===== src/rtl/cpu_ibus_responder.sv =====
// cpu_ibus_responder: responder side of the CPU instruction-fetch bus.
// Serves aligned 32-bit word reads from a synchronous single-port SRAM that
// returns data one cycle after its read strobe. WAIT_STATES adds extra cycles
// before the data is handed back. Fetches outside
// [BASE_ADDRESS, BASE_ADDRESS + 4*SIZE_WORDS) get a fault response with zero data.
// Optional feature: define IBUS_PREFETCH_EN to add a one-entry next-word
// prefetch buffer. Without the macro, every in-range fetch reads the SRAM.
module cpu_ibus_responder #(
  parameter logic [31:0] BASE_ADDRESS = 32'h0000_0000,
  parameter int unsigned SIZE_WORDS   = 4096,
  parameter int unsigned WAIT_STATES  = 0,
  localparam int unsigned ADDR_BITS   = $clog2(SIZE_WORDS)
) (
  input  logic                 i_clock,
  input  logic                 i_reset_n,
  input  logic                 i_bus_request,
  input  logic [31:0]          i_bus_address,
  output logic                 o_bus_ready,
  output logic [31:0]          o_bus_rdata,
  output logic                 o_bus_fault,
  output logic                 o_mem_read,
  output logic [ADDR_BITS-1:0] o_mem_address,
  input  logic [31:0]          i_mem_rdata
);

  // The range check uses 33 bits, so the upper limit cannot wrap past 2^32.
  localparam logic [32:0] BASE_EXT  = {1'b0, BASE_ADDRESS};
  localparam logic [32:0] LIMIT_EXT = BASE_EXT + (33'(SIZE_WORDS) << 2);
  localparam logic [3:0]  WAIT_LAST = 4'(WAIT_STATES);

  // RESPOND is the cycle in which the response is formed. The registered
  // ready/fault pulse appears on the edge that leaves RESPOND, while the FSM
  // is already in RELEASE.
  typedef enum logic [1:0] {
    ST_IDLE,
    ST_READ,
    ST_RESPOND,
    ST_RELEASE
  } state_t;

  state_t                 state_reg, state_next;
  logic [3:0]             wait_cnt_reg, wait_cnt_next;
  logic                   aborted_reg, aborted_next;
  logic                   fault_pend_reg, fault_pend_next;
  logic                   mem_read_reg, mem_read_next;
  logic [ADDR_BITS-1:0]   mem_address_reg, mem_address_next;
  logic                   bus_ready_reg, bus_ready_next;
  logic                   bus_fault_reg, bus_fault_next;
  logic [31:0]            bus_rdata_reg, bus_rdata_next;

  logic                   req_in_range;
  logic [ADDR_BITS-1:0]   req_index;
  logic                   port_free;

`ifdef IBUS_PREFETCH_EN
  localparam logic [ADDR_BITS-1:0] INDEX_LAST = ADDR_BITS'(SIZE_WORDS - 1);
  localparam logic [ADDR_BITS-1:0] INDEX_ONE  = ADDR_BITS'(1);

  logic                   hit_pend_reg, hit_pend_next;
  logic [ADDR_BITS-1:0]   addr_index_reg, addr_index_next;
  logic                   pf_valid_reg, pf_valid_next;
  logic [ADDR_BITS-1:0]   pf_index_reg, pf_index_next;
  logic [31:0]            pf_data_reg, pf_data_next;
  // 0: no prefetch in flight, 1: strobe issued, 2: SRAM data valid this cycle
  logic [1:0]             pf_stage_reg, pf_stage_next;

  // A new request waits while a speculative read still occupies the SRAM port.
  assign port_free = (pf_stage_reg == 2'd0);
`else
  assign port_free = 1'b1;
`endif

  assign req_in_range = ({1'b0, i_bus_address} >= BASE_EXT) &&
                        ({1'b0, i_bus_address} < LIMIT_EXT);
  assign req_index    = ADDR_BITS'((i_bus_address - BASE_ADDRESS) >> 2);

  assign o_bus_ready   = bus_ready_reg;
  assign o_bus_rdata   = bus_rdata_reg;
  assign o_bus_fault   = bus_fault_reg;
  assign o_mem_read    = mem_read_reg;
  assign o_mem_address = mem_address_reg;

  // State and output registers; reset aborts any transaction in progress.
  always_ff @(posedge i_clock or negedge i_reset_n) begin
    if (!i_reset_n) begin
      state_reg       <= ST_IDLE;
      wait_cnt_reg    <= '0;
      aborted_reg     <= 1'b0;
      fault_pend_reg  <= 1'b0;
      mem_read_reg    <= 1'b0;
      mem_address_reg <= '0;
      bus_ready_reg   <= 1'b0;
      bus_fault_reg   <= 1'b0;
      bus_rdata_reg   <= '0;
`ifdef IBUS_PREFETCH_EN
      hit_pend_reg    <= 1'b0;
      addr_index_reg  <= '0;
      pf_valid_reg    <= 1'b0;
      pf_index_reg    <= '0;
      pf_data_reg     <= '0;
      pf_stage_reg    <= 2'd0;
`endif
    end else begin
      state_reg       <= state_next;
      wait_cnt_reg    <= wait_cnt_next;
      aborted_reg     <= aborted_next;
      fault_pend_reg  <= fault_pend_next;
      mem_read_reg    <= mem_read_next;
      mem_address_reg <= mem_address_next;
      bus_ready_reg   <= bus_ready_next;
      bus_fault_reg   <= bus_fault_next;
      bus_rdata_reg   <= bus_rdata_next;
`ifdef IBUS_PREFETCH_EN
      hit_pend_reg    <= hit_pend_next;
      addr_index_reg  <= addr_index_next;
      pf_valid_reg    <= pf_valid_next;
      pf_index_reg    <= pf_index_next;
      pf_data_reg     <= pf_data_next;
      pf_stage_reg    <= pf_stage_next;
`endif
    end
  end

  // Next-state and next-output logic for the fetch FSM.
  always_comb begin
    state_next       = state_reg;
    wait_cnt_next    = wait_cnt_reg;
    aborted_next     = aborted_reg;
    fault_pend_next  = fault_pend_reg;
    mem_read_next    = 1'b0;
    mem_address_next = mem_address_reg;
    bus_ready_next   = 1'b0;
    bus_fault_next   = 1'b0;
    bus_rdata_next   = bus_rdata_reg;
`ifdef IBUS_PREFETCH_EN
    hit_pend_next    = hit_pend_reg;
    addr_index_next  = addr_index_reg;
    pf_valid_next    = pf_valid_reg;
    pf_index_next    = pf_index_reg;
    pf_data_next     = pf_data_reg;
    pf_stage_next    = pf_stage_reg;
    // Capture the speculative word once the SRAM has returned it.
    case (pf_stage_reg)
      2'd1: pf_stage_next = 2'd2;
      2'd2: begin
        pf_stage_next = 2'd0;
        pf_data_next  = i_mem_rdata;
        pf_valid_next = 1'b1;
      end
      default: ;
    endcase
`endif

    case (state_reg)
      ST_IDLE: begin
        if (i_bus_request && port_free) begin
          aborted_next    = 1'b0;
          fault_pend_next = !req_in_range;
          wait_cnt_next   = '0;
`ifdef IBUS_PREFETCH_EN
          hit_pend_next   = 1'b0;
          addr_index_next = req_index;
`endif
          if (!req_in_range) begin
            state_next = ST_RESPOND;
          end
`ifdef IBUS_PREFETCH_EN
          else if (pf_valid_reg && (pf_index_reg == req_index)) begin
            hit_pend_next = 1'b1;
            state_next    = ST_RESPOND;
          end
`endif
          else begin
`ifdef IBUS_PREFETCH_EN
            pf_valid_next    = 1'b0;
`endif
            mem_read_next    = 1'b1;
            mem_address_next = req_index;
            state_next       = ST_READ;
          end
        end
      end

      ST_READ: begin
        // A dropped request (jump/flush) lets the read finish silently.
        if (!i_bus_request) begin
          aborted_next = 1'b1;
        end
        if (wait_cnt_reg == WAIT_LAST) begin
          wait_cnt_next = '0;
          state_next    = ST_RESPOND;
        end else begin
          wait_cnt_next = wait_cnt_reg + 4'd1;
        end
      end

      ST_RESPOND: begin
        if (aborted_reg || !i_bus_request) begin
          state_next = ST_IDLE;
        end else begin
          bus_ready_next = 1'b1;
          bus_fault_next = fault_pend_reg;
          state_next     = ST_RELEASE;
          if (fault_pend_reg) begin
            bus_rdata_next = '0;
          end
`ifdef IBUS_PREFETCH_EN
          else if (hit_pend_reg) begin
            bus_rdata_next = pf_data_reg;
          end
`endif
          else begin
            bus_rdata_next = i_mem_rdata;
          end
`ifdef IBUS_PREFETCH_EN
          // The SRAM port is idle now, so fetch the next word speculatively.
          if (!fault_pend_reg && (addr_index_reg != INDEX_LAST)) begin
            mem_read_next    = 1'b1;
            mem_address_next = addr_index_reg + INDEX_ONE;
            pf_index_next    = addr_index_reg + INDEX_ONE;
            pf_valid_next    = 1'b0;
            pf_stage_next    = 2'd1;
          end
`endif
        end
      end

      ST_RELEASE: begin
        if (!i_bus_request) begin
          state_next = ST_IDLE;
        end
      end

      default: state_next = ST_IDLE;
    endcase
  end

endmodule


===== config.mk =====
export PLATFORM = sky130hd
export DESIGN_NAME = cpu_ibus_responder
export DESIGN_NICKNAME = d
export VERILOG_FILES = /design/src/rtl/cpu_ibus_responder.sv
export SDC_FILE = /design/constraint.sdc
export NUM_CORES = 1
export LEC_CHECK = 0
export CAP_MARGIN = 15
export CELL_PAD_IN_SITES_DETAIL_PLACEMENT = 1
export CELL_PAD_IN_SITES_GLOBAL_PLACEMENT = 1
export CORE_UTILIZATION = 31
export DETAILED_ROUTE_END_ITERATION = 10
export PLACE_DENSITY_LB_ADDON = 0.1
export SLEW_MARGIN = 5
export SYNTH_ARGS = -nofsm -noshare
export SYNTH_HDL_FRONTEND = slang
export SYNTH_SLANG_ARGS = --single-unit

===== constraint.sdc =====
create_clock -name i_clock -period 2.61 [get_ports i_clock]
set_input_delay 0.261 -clock i_clock [delete_from_list [all_inputs] [get_ports i_clock]]
set_output_delay 0.261 -clock i_clock [all_outputs]
set_load 0.005 [all_outputs]

### Word level (Yosys, flattened, before mapping)

Cells that the tools add are included.

| cells by class | value |
|---|---|
| $add $sub $neg | 1 |
| $lt $le $gt $ge | 1 |
| equal/unequal tests | 7 |
| mux-type cells | 20 |
| bitwise gates (word level) | 1 |
| reductions and logical operators | 12 |

Operators by type and width:

| kind | count |
|---|---|
| < comparator 32 x 15 -> 1 bit (second input constant) | 1 |
| two-way mux 32 bit | 1 |
| two-way mux 2 bit | 5 |
| two-way mux 1 bit | 9 |
| AND reduction 3 bit | 3 |
| two-way mux 4 bit | 2 |
| inequality test 2 bit (second input constant) | 4 |
| one-hot mux 2 bit (4 select lines) | 1 |
| one-hot mux 4 bit (2 select lines) | 1 |
| AND reduction 2 bit | 3 |
| adder 4 x 1 -> 4 bit (second input constant) | 1 |
| equality test 2 bit (second input constant) | 2 |
| zero test 4 bit | 1 |
| equality test 2 x 1 -> 1 bit (second input constant) | 1 |
| zero test 1 bit | 2 |
| zero test 2 bit | 1 |
| one-hot mux 1 bit (2 select lines) | 1 |
| nonzero test 2 bit | 1 |
| logical OR 1 bit | 1 |
| inverter 1 bit | 1 |

| storage, ports and cells | value |
|---|---|
| register bits after elaboration | 55 |
| input bits | 67 |
| output and inout port bits | 47 |
| logic and storage cells | 51 |

### Logic depth before layout (Yosys ltp)

Gate-level depths: netlist of run 1.

| depth | value |
|---|---|
| depth in word-level cells | 4 |
| mapped depth | 6 |
| mapped depth without buffers | 5 |

### Least setup slack after synthesis of run 1

Ideal clock, no wire load.

| timing path | value |
|---|---|
| path type | input -> register |
| start point | in i_bus_address[28] |
| end point | reg mem_address_reg[10] (netlist: o_mem_address[10]) |
| setup time | 0.125 ns |
| arrival time | 1.566 ns |
| required time | 2.485 ns |
| slack | 0.918 ns |
| stages | 5 |
| buffers on the path | 1 |
| cell sequence | nor4_2 nand3_2 nor4_4 buf_6 mux2_4 |

| between the ends | value |
|---|---|
| word-level cells in the longest chain between the ends | 2 |

RTL lines:

| element | RTL line | RTL |
|---|---|---|
| from (decl) | 17 | `input logic [31:0] i_bus_address,` |
| < comparator 32 x 15 -> 1 bit | 74 | `({1'b0, i_bus_address} < LIMIT_EXT);` |
| AND reduction 3 bit (no line) | - |  |
| to (signal assigned) | 109 | `mem_address_reg <= mem_address_next;` |
| to (decl) | 46 | `logic [ADDR_BITS-1:0] mem_address_reg, mem_address_next;` |

No other way between the ends.
A chain may end at the register's enable or synchronous reset.

### Final worst setup path of run 1

| timing path | value |
|---|---|
| start point | in i_bus_address[24] |
| end point | reg mem_address_reg[2] (netlist: o_mem_address[2]) |

Same word-level chain as after synthesis.

==> metrics.md, run 1 <==
| Metric | Value |
|---|---|
| Post-CTS setup buffers | 0 |
| Sequential share of power | 0.497 |
| Syn_nets | 291 |
| CP max stage cell | clkdlybuf4s50_1 |
| Hold Crit Class | primary input to asynchronous set/reset pin |
| First-pass GRT wire length | 9.54 mm |
| Final Setup Violations | 0 |
| Critical Path Start Type | primary input |
| Combined area of the multi-input logic cells | 855 µm² |
| Synth area leaders | dfrtp_1, nand2_1, o21ai_0 |
| Hpwl dp | 4.33 mm |
| Reg area | 1380 µm² |
| Synthesized area | 2300 µm² |
| PortBufs | 111 |
| Ys Warns | 0 |
| Die X | 88.1 µm |
| TritonCTS Buffers | 5 |
| Pleak | 0.00150 µW |
| Worst-margin pin slew | 0.543 ns |
| Worst-Skew Late Latency | 0.30 ns |
| Initial Util | 0.318 |
| Crit path cell chain | clkdlybuf4s50_1 -> nor4_4 -> nand3_2 -> nor4_4 -> buf_4 -> mux2_2 |
| GRT overflow | 0 |
| Run status | completed |
| Critical path buffers and inverters | 2 |
| Internal power | 1570 µW |
| Psw | 634 µW |
| Post-route ant nets | 0 |
| DRT iter0 DRCs | 46 |
| IO Pins | 114 |
| # fillers | 837 |
| CTS max path bufs | 2 |
| Post-synth cell types | 24 |
| Fin nets | 404 |
| Number of global-route vias before repair | 2050 |
| Core area | 7210 µm² |
| Synth Register Bits | 55 |
| Min Tclk post-route | 1.86 ns |
| Max capacitance violation total | 0 |
| Total track usage | 0.159 |
| Clock transition at path regs | 0.09 ns |
| Synth Instances | 222 |
| Syn Area/Cell | 10.3 µm² |
| Die height | 88.1 µm |
| First-pass iteration count of the detailed router | 4 |
| Max Slew Vio Count | 0 |
| WP data required | 2.80 ns |
| Hold Fails Final Rpt | 0 |
| DRT Wirelength | 5.82 mm |
| Switch share | 0.288 |
| Gate power share | 0.296 |
| Cell taking the most area after synthesis | dfrtp_1 |
| Layout cells sized above 1 | 0.0863 |
| Final TNS setup | 0 ns |
| WS Path Type | primary input to flip-flop |
| Synth top area share | 0.599 |
| DR vias/cell | 4.52 |
| Routed len/inst | 13.4 µm |
| Async S/R FF share, synth | 1.00 |
| EDFF count, synth | 0 |
| Largest net degree at the start of global routing | 67 |
| Root Buffer | clkbuf_8 |
| CP endpoint kind | flip-flop |
| Sink Count | 55 |
| Fmax | 537 MHz |
| Row count | 31 |
| Via count | 1966 |
| Hold_ws | 0.392 ns |
| Power per Cell Area | 611 nW/µm² |
| Drc violations | 0 |
| Maximum VDD drop | 0.250 mV |
| Initial antenna violation count | 0 |
| Tcrit/Tclk final | 0.714 |
| Slew HR | 0.638 |
| Ant. Diodes | 0 |
| Sequential cell area fraction in the yosys report | 0.599 |
| Max reg flops | 32 |
| Area Growth Syn to Fin | 57.1% |
| Number of H-tree levels | 2 |
| Top-count cell post-synth | nand2_1 |
| Critical path data arrival time | 2.06 ns |
| Full die area | 7760 µm² |
| Worst-path maximum fanout | 14 |
| Worst Skew | 0.00791 ns |
| Main flop type after synthesis | dfrtp_1 |
| Final GP Congestion | 0.738 |
| RSZ-0062 raised after global routing | no |
| Clock power share | 0.207 |
| Delay-heaviest family, CP | buffers and inverters |
| CP most frequent cell | nor4_4 |
| Commonest cells in the netlist | nand2_1, dfrtp_1, o21ai_0 |
| TritonCTS clock tree | yes |
| CP peak stage delay | 0.44 ns |
cell usage in the layout (no fill, tap or decap), types with 3 or more instances in the layout:
cell	n
a21oi_1	3
buf_4	5
clkbuf_8	5
clkdlybuf4s50_1	110
dfrtp_1	55
inv_1	5
mux2_2	4
mux2_4	8
nand2_1	70
nor2_1	9
nor4_1	3
o21ai_0	35
repair_timing:
item                      4_1_cts  5_1_grt
resized for setup               0        0
hold endpoints to repair       14        0
hold buffers                    1        0
layer usage:
metal  share of wire  global-route usage  vias up
li1                -                   -      955
met1            0.42               0.185      936
met2            0.49               0.278       68
met3           0.081              0.0547        7
met4           0.016              0.0455        0
met5               0                   0        -
path summary, 6_finish.rpt:
path | start | slack (ns) | depth (start not counted) | end
worst min-delay path | i_reset_n | 0.39 | 2 | o_bus_ready$_DFF_PN0_
max in group asynchronous | i_reset_n | 1.57 | 3 | o_mem_address[9]$_DFFE_PN0P_
worst min register to register | o_bus_rdata[19]$_DFFE_PN0P_ | 0.48 | 2 | o_bus_rdata[19]$_DFFE_PN0P_
worst max-delay path | i_bus_address[24] | 0.75 | 6 | o_mem_address[2]$_DFFE_PN0P_
worst max register to register | state_reg[0]$_DFFE_PN0P_ | 0.91 | 4 | o_bus_rdata[20]$_DFFE_PN0P_
min in group i_clock | o_bus_rdata[19]$_DFFE_PN0P_ | 0.48 | 2 | o_bus_rdata[19]$_DFFE_PN0P_
metrics by stage:
| stage | worst slack, ns | instances | power, µW | area, µm² | util |
|---|---|---|---|---|---|
| final | 0.748 | 435 | 2200 | 3610 | 0.500 |
| after global routing | 0.641 | 435 | 2360 | 3610 | 0.500 |
| after CTS | 0.731 | 435 | 2250 | 3610 | 0.500 |
| after detailed placement | 0.406 | 426 | 1780 | 3520 | 0.488 |
| after global placement | 0.449 | 426 | 1750 | 3520 | 0.488 |
| after floorplan | 0.918 | 222 | 1330 | 2300 | - |
cell type report:
| cell class | instances | share of cell area |
|---|---|---|
| clock buffers | 7 | 0.0212 |
| multi-input cells | 151 | 0.237 |
| repair buffers | 117 | 0.320 |
| flip-flops and latches | 55 | 0.381 |
| inverters | 5 | 0.00520 |
| clock inverters | 1 | 0.00139 |
| well taps | 99 | 0.0343 |
power by group through the flow:
stage / registers, µW / clock network [µW] / logic [µW]
final: 1100 / 457 / 652
after global routing: 1120 / 502 / 736
after CTS: 1100 / 479 / 667
after detailed placement: 1120 / 0 / 664
after global placement: 1110 / 0 / 649
after floorplan: 1120 / 0 / 213
cell families after synthesis:
| logic type | synth area share |
|---|---|
| XOR/XNOR | 0.00381 |
| AND/OR/NAND/NOR | 0.182 |
| multiplexers | 0.0719 |
| buffers and inverters | 0.0294 |
| flip-flops | 0.599 |
| adder cells (fa/ha/maj) | 0.0109 |
| AO/OA/AOI/OAI | 0.103 |
No activity file was read; power rests on OpenSTA's default activity.
==> inputs of run 2 (changes only) <==
--- a/config.mk
+++ b/config.mk
@@ -8,7 +8,7 @@
 export CAP_MARGIN = 15
 export CELL_PAD_IN_SITES_DETAIL_PLACEMENT = 1
 export CELL_PAD_IN_SITES_GLOBAL_PLACEMENT = 1
-export CORE_UTILIZATION = 31
+export CORE_UTILIZATION = 29
 export DETAILED_ROUTE_END_ITERATION = 10
 export PLACE_DENSITY_LB_ADDON = 0.1
 export SLEW_MARGIN = 5
==> constraint.sdc (replaced) <==
create_clock -name i_clock -period 1.9 [get_ports i_clock]
set_input_delay 0.19 -clock i_clock [delete_from_list [all_inputs] [get_ports i_clock]]
set_output_delay 0.19 -clock i_clock [all_outputs]
set_load 0.005 [all_outputs]
==> run 2 against run 1 <==
  * Clock-buffer cell count fell by 1
  * Die area rose by 6.7%
  * Sequential power rose by 36%
  * Design area rose by 2.0%
  * Largest power group unchanged
==> metrics.md, run 2 (same netlist as run 1, synthesis figures left out) <==
| Metric | Value |
|---|---|
| Run status | completed |
| Via count | 1951 (-0.76%) |
| First-pass iteration count of the detailed router | 6 (+2) |
| Max Slew Vio Count | 0 (unchanged) |
| TritonCTS Buffers | 5 (unchanged) |
| Hold Fails Final Rpt | 0 (unchanged) |
| Core area | 7690 µm² (+6.6%) |
| Final GP Congestion | 0.706 (-4.2%) |
| Power per Cell Area | 830 nW/µm² (+36%) |
| Largest net degree at the start of global routing | 67 (unchanged) |
| Post-CTS setup buffers | 0 (unchanged) |
| CTS max path bufs | 2 (unchanged) |
| Initial antenna violation count | 0 (unchanged) |
| Die X | 91 µm (+3.3%) |
| Area Growth Syn to Fin | 60.2% |
| Final std cells w/o fill | 440 (+1.1%) |
| Number of global-route vias before repair | 2117 (+3.3%) |
| Fmax | 579 MHz |
| Worst r2r src | state_reg[0]$_DFFE_PN0P_ |
| Worst-margin pin slew | 0.398 ns (-0.145 ns) |
| Critical Path Source | i_bus_address[28] |
| Slew HR | 0.734 (+0.0961) |
| Fin nets | 406 (+0.50%) |
| Area post-placement | 3590 µm² (+2.0%) |
| First-pass GRT wire length | 9.65 mm (+1.2%) |
| Cts hold-fix bufs | 1 (unchanged) |
| DR WL met2 | 2.80 mm (-1.1%) |
| Full die area | 8280 µm² (+6.7%) |
| Clock transition at path regs | 0.10 ns (about the same) |
| Layout cells sized above 1 | 0.0947 (+0.00837) |
| WS Path Type | primary input to flip-flop |
| CP endpoint kind | flip-flop |
| Sink Count | 55 (unchanged) |
| Initial Util | 0.299 (-0.0196) |
| DRT Wirelength | 5.63 mm (-3.2%) |
| Routed len/inst | 12.8 µm (-4.3%) |
| Number of H-tree levels | 2 (unchanged) |
| Crit path cell chain | clkdlybuf4s50_1 -> nor4_2 -> nand3_2 -> nor4_4 -> buf_12 -> mux2_2 |
| Drc violations | 0 (unchanged) |
| Root Buffer | clkbuf_8 |
| Commonest non-fill, non-tap cells in the layout | clkdlybuf4s50_1, nand2_1, dfrtp_1 |
| Max reg flops | 32 (unchanged) |
| Worst Skew | 0.00749 ns (-0.000426 ns) |
| Post-Route Utilization | 0.479 (-0.0213) |
| Die height | 91 µm (+3.3%) |
| WP data required | 2.09 ns (-0.71 ns) |
| Hold Crit Class | primary input to asynchronous set/reset pin |
| Hpwl dp | 4.11 mm (-5.2%) |
| Max capacitance violation total | 0 (unchanged) |
| Total track usage | 0.146 (-0.0134) |
| Pleak | 0.00153 µW (+1.5%) |
| PortBufs | 111 (unchanged) |
| TritonCTS clock tree | yes |
| Row count | 32 (+3.2%) |
| Tcrit/Tclk final | 0.909 |
| Final Cell Area | 3680 µm² (+2.0%) |
| Final Setup Violations | 0 (unchanged) |
| Maximum VDD drop | 0.283 mV (+13%) |
| Worst-path maximum fanout | 14 (unchanged) |
| CP max stage cell | clkdlybuf4s50_1 |
| RSZ-0062 raised after global routing | no |
| IO Pins | 114 (unchanged) |
| Min Tclk post-route | 1.73 ns |
| DRT iter0 DRCs | 67 (+46%) |
| Post_cts resized | 0 (unchanged) |
| Top Metal Used | met4 |
| Ant. Diodes | 0 (unchanged) |
| Most common cell after layout, fill and taps aside | clkdlybuf4s50_1 |
| Placed Cells | 431 (+1.2%) |
| Critical Path Start Type | primary input |
| DR vias/cell | 4.43 (-1.9%) |
| Met1 WL | 2.41 mm (-0.50%) |
| Met3 WL post-DR | 393 µm (-16%) |
| GRT overflow | 0 (unchanged) |
| CP peak stage delay | 0.41 ns (-0.03 ns) |
| Critical path data arrival time | 1.92 ns (-0.14 ns) |
| Worst-Skew Late Latency | 0.30 ns (about the same) |
| Post-route ant nets | 0 (unchanged) |
run 2: path summary, 6_finish.rpt:
check	end	slack (ns)	cells past startpoint
setup reg to reg	o_bus_rdata[8]$_DFFE_PN0P_	0.33	4
setup / recovery	o_mem_address[0]$_DFFE_PN0P_	0.17	6
max in group asynchronous	wait_cnt_reg[2]$_DFFE_PN0P_	1.24	3
min in group i_clock	o_bus_rdata[17]$_DFFE_PN0P_	0.44	3
hold / removal	o_bus_ready$_DFF_PN0_	0.40	3
hold reg to reg	o_bus_rdata[25]$_DFFE_PN0P_	0.49	2
run 2: routing by layer:
metal,vias to the layer above,global-route usage
met4,0,0.0357
met2,65,0.261
met5,-,0
met3,2,0.0469
met1,925,0.167
li1,959,-
run 2: area by class of cell:
type / count / area [µm²]
Fill cell: 866 / 4010
Sequential cell: 55 / 1380
Timing Repair Buffer: 119 / 1220
Multi-Input combinational cell: 151 / 855
Tap cell: 102 / 128
Clock buffer: 6 / 72.6
Inverter: 5 / 18.8
Clock inverter: 2 / 12.5
run 2: where the power goes:
group	switching [µW]	internal (µW)	total (µW)	leakage (µW)
sequential	126	1370	1500	0.000751
combinational	377	549	926	0.000735
clock	370	259	629	0.0000412
total	872	2180	3050	0.00153
run 2: metrics by stage:
| stage | hold slack [ns] | worst slack, ns | power, µW | TNS (ns) |
|---|---|---|---|---|
| 2_1_floorplan | -0.106 | 0.279 | 1830 | 0 |
| 3_3_place_gp | 0.220 | -0.131 | 2450 | -1.32 |
| 3_5_place_dp | 0.214 | -0.164 | 2480 | -1.71 |
| 4_1_cts | 0.411 | 0.160 | 3130 | 0 |
| 5_1_grt | 0.431 | 0.105 | 3280 | 0 |
| 6_report | 0.403 | 0.172 | 3050 | 0 |
run 2: worst max-delay path, delay by kind of cell:
family                 cells  cell delay [ns]
multiplexers               1             0.33
buffers and inverters      2             0.60
AND/OR/NAND/NOR            3             0.79
==> inputs of run 3 (changes only) <==
--- a/config.mk
+++ b/config.mk
@@ -8,9 +8,11 @@
 export CAP_MARGIN = 15
 export CELL_PAD_IN_SITES_DETAIL_PLACEMENT = 1
 export CELL_PAD_IN_SITES_GLOBAL_PLACEMENT = 1
-export CORE_UTILIZATION = 29
+export CORE_UTILIZATION = 30
+export CTS_BUF_LIST = sky130_fd_sc_hd__clkbuf_4 sky130_fd_sc_hd__clkbuf_8
 export DETAILED_ROUTE_END_ITERATION = 10
 export PLACE_DENSITY_LB_ADDON = 0.1
+export REMOVE_ABC_BUFFERS = 1
 export SLEW_MARGIN = 5
 export SYNTH_ARGS = -nofsm -noshare
 export SYNTH_HDL_FRONTEND = slang
==> run 3 against run 2 <==
  * Cell count shrank 0.68%
  * Sequential power about the same
  * Maximum frequency is 1.0% higher
  * Worst hold slack lost 0.035 ns
  * Global-route usage up 1.8 points
==> metrics.md, run 3 (same netlist as run 1, synthesis figures left out) <==
| Metric | Value |
|---|---|
| Final GP Congestion | 0.692 (-2.0%) |
| Placed Cells | 428 (-0.70%) |
| Hold Fails Final Rpt | 0 (unchanged) |
| DRT iter0 DRCs | 57 (-15%) |
| Crit path to | o_mem_address[11]$_DFFE_PN0P_ |
| Post-route ant nets | 0 (unchanged) |
| Clock power share | 0.212 (+0.006) |
| Final TNS setup | 0 ns (unchanged) |
| IO Pins | 114 (unchanged) |
| # fillers | 796 (-8.1%) |
| Final Setup Violations | 0 (unchanged) |
| Clock transition at path regs | 0.09 ns (about the same) |
| Initial antenna violation count | 0 (unchanged) |
| TritonCTS Buffers | 5 (unchanged) |
| Worst-Skew Late Latency | 0.31 ns (about the same) |
| Critical path data arrival time | 1.90 ns (-0.02 ns) |
| DRT Wirelength | 5.94 mm (+5.5%) |
| Routed len/inst | 13.6 µm (+6.2%) |
| Post-CTS setup buffers | 0 (unchanged) |
| Commonest non-fill, non-tap cells in the layout | clkdlybuf4s50_1, nand2_1, dfrtp_1 |
| TritonCTS clock tree | yes |
| Worst-margin pin slew | 0.479 ns (+0.0811 ns) |
| Layout cells sized above 1 | 0.0976 (+0.00296) |
| Setup slack, reg-to-reg | 0.32 ns (about the same) |
| Die height | 89.5 µm (-1.6%) |
| Max capacitance violation total | 0 (unchanged) |
| Core area | 7330 µm² (-4.6%) |
| Crit path cell chain | clkdlybuf4s50_1 -> nor4_4 -> nand3_2 -> nor4_4 -> buf_12 -> mux2_2 |
| Run status | completed |
| CP peak stage delay | 0.44 ns (+0.03 ns) |
| Slew HR | 0.680 (-0.0537) |
| Fin nets | 406 (unchanged) |
| Drc violations | 0 (unchanged) |
| Most common cell after layout, fill and taps aside | clkdlybuf4s50_1 |
| Number of H-tree levels | 2 (unchanged) |
| Area Growth Syn to Fin | 59.7% |
| CP max stage cell | clkdlybuf4s50_1 |
| Via count | 1943 (-0.41%) |
| Psw | 877 µW (+0.57%) |
| Max reg flops | 32 (unchanged) |
| CP most frequent cell | nor4_4 |
| RSZ-0062 raised after global routing | no |
| First-pass iteration count of the detailed router | 4 (-2) |
| Switch share | 0.284 (-0.00164) |
| Worst r2r src | state_reg[0]$_DFFE_PN0P_ |
| Ant. Diodes | 0 (unchanged) |
| Hpwl dp | 4.35 mm (+5.9%) |
| Critical Path Stages | 6 (unchanged) |
| Largest net degree at the start of global routing | 67 (unchanged) |
| Area post-placement | 3570 µm² (-0.45%) |
| PortBufs | 111 (unchanged) |
| WP data required | 2.09 ns (about the same) |
| Final std cells w/o fill | 437 (-0.68%) |
| First-pass GRT wire length | 9.89 mm (+2.4%) |
| Power per Cell Area | 842 nW/µm² (+1.5%) |
| Gate power share | 0.300 (-0.003) |
| Hold Crit Class | primary input to asynchronous set/reset pin |
| Critical path buffers and inverters | 2 (unchanged) |
| Sink Count | 55 (unchanged) |
| Reg2reg path depth | 4 (unchanged) |
| Delay-heaviest family, CP | simple AND/OR/NAND/NOR gates |
| Critical Path Source | i_bus_address[24] |
| Full die area | 8010 µm² (-3.3%) |
| CTS max path bufs | 2 (unchanged) |
| Fmax | 585 MHz (+1.0%) |
| Row count | 31 (-3.1%) |
| Sequential share of power | 0.488 (-0.003) |
| WS Path Type | primary input to flip-flop |
| Final Cell Area | 3670 µm² (-0.34%) |
| Number of global-route vias before repair | 1973 (-6.8%) |
| Internal power | 2210 µW (+1.4%) |
| R2r endpoint | o_bus_rdata[1]$_DFFE_PN0P_ |
| CP endpoint kind | flip-flop |
| Min Tclk post-route | 1.71 ns (-0.0172 ns) |
| Root Buffer | clkbuf_8 |
| Total track usage | 0.164 (+0.0182) |
| Critical Path Start Type | primary input |
| Initial Util | 0.313 (+0.0145) |
| Worst-path maximum fanout | 14 (unchanged) |
| Die X | 89.5 µm (-1.6%) |
| Maximum VDD drop | 0.405 mV (+43%) |
| Pleak | 0.00153 µW (+0.34%) |
| GRT overflow | 0 (unchanged) |
| Max Slew Vio Count | 0 (unchanged) |
| Worst Skew | 0.0116 ns (+0.00411 ns) |
| DR vias/cell | 4.45 (+0.27%) |
| Tcrit/Tclk final | 0.900 (-0.00905) |
==> run 3: layout make-up <==
class / instances / area [µm²] / area share
Clock buffer: 7 / 83.8 / 0.0229
Timing Repair Buffer: 119 / 1210 / 0.329
Clock inverter: 1 / 5.00 / 0.00136
Tap cell: 99 / 124 / 0.0338
Sequential cell: 55 / 1380 / 0.375
Multi-Input combinational cell: 151 / 855 / 0.233
Inverter: 5 / 18.8 / 0.00512
==> run 3: timing repair <==
item | in CTS | in global routing
hold buffers | 1 | 0
gates resized for setup | 0 | 0
endpoints found under the hold margin | 19 | 0
==> run 3: through the flow <==
step / hold WS (ns) / worst slack [ns] / util / power (µW)
global route: 0.404 / 0.0962 / 0.500 / 3320
CTS: 0.387 / 0.184 / 0.500 / 3140
detailed placement: 0.176 / -0.150 / 0.487 / 2480
floorplan: -0.106 / 0.0127 / - / 1800
finish: 0.369 / 0.189 / 0.500 / 3090
global placement: 0.180 / -0.139 / 0.487 / 2450
==> run 3: metal layers <==
metal,vias up,part of all wire,track usage
met1,920,0.45,0.212
li1,964,-,-
met3,5,0.061,0.0462
met4,0,0.0088,0.0476
met2,54,0.48,0.269
met5,-,0,0
==> run 3: power by group through the flow <==
stage | sequential [µW] | clock, µW | combinational, µW
finish | 1510 | 655 | 926
global route | 1540 | 732 | 1040
CTS | 1510 | 685 | 948
detailed placement | 1530 | 0 | 944
global placement | 1520 | 0 | 927
floorplan | 1530 | 0 | 268
==> run 3: how the worst min path moves through the flow <==
stage | from | to | slack [ns] | cells after the start
final | i_reset_n | o_bus_rdata[12]$_DFFE_PN0P_ | 0.37 | 2
after detailed placement | i_reset_n | o_bus_rdata[12]$_DFFE_PN0P_ | 0.18 | 1
after global routing | i_reset_n | o_bus_rdata[16]$_DFFE_PN0P_ | 0.40 | 2
after global placement | i_reset_n | o_bus_rdata[12]$_DFFE_PN0P_ | 0.18 | 1
after CTS | i_reset_n | o_bus_rdata[12]$_DFFE_PN0P_ | 0.39 | 2
after floorplan | i_reset_n | aborted_reg$_DFFE_PN0P_ | -0.11 | 0
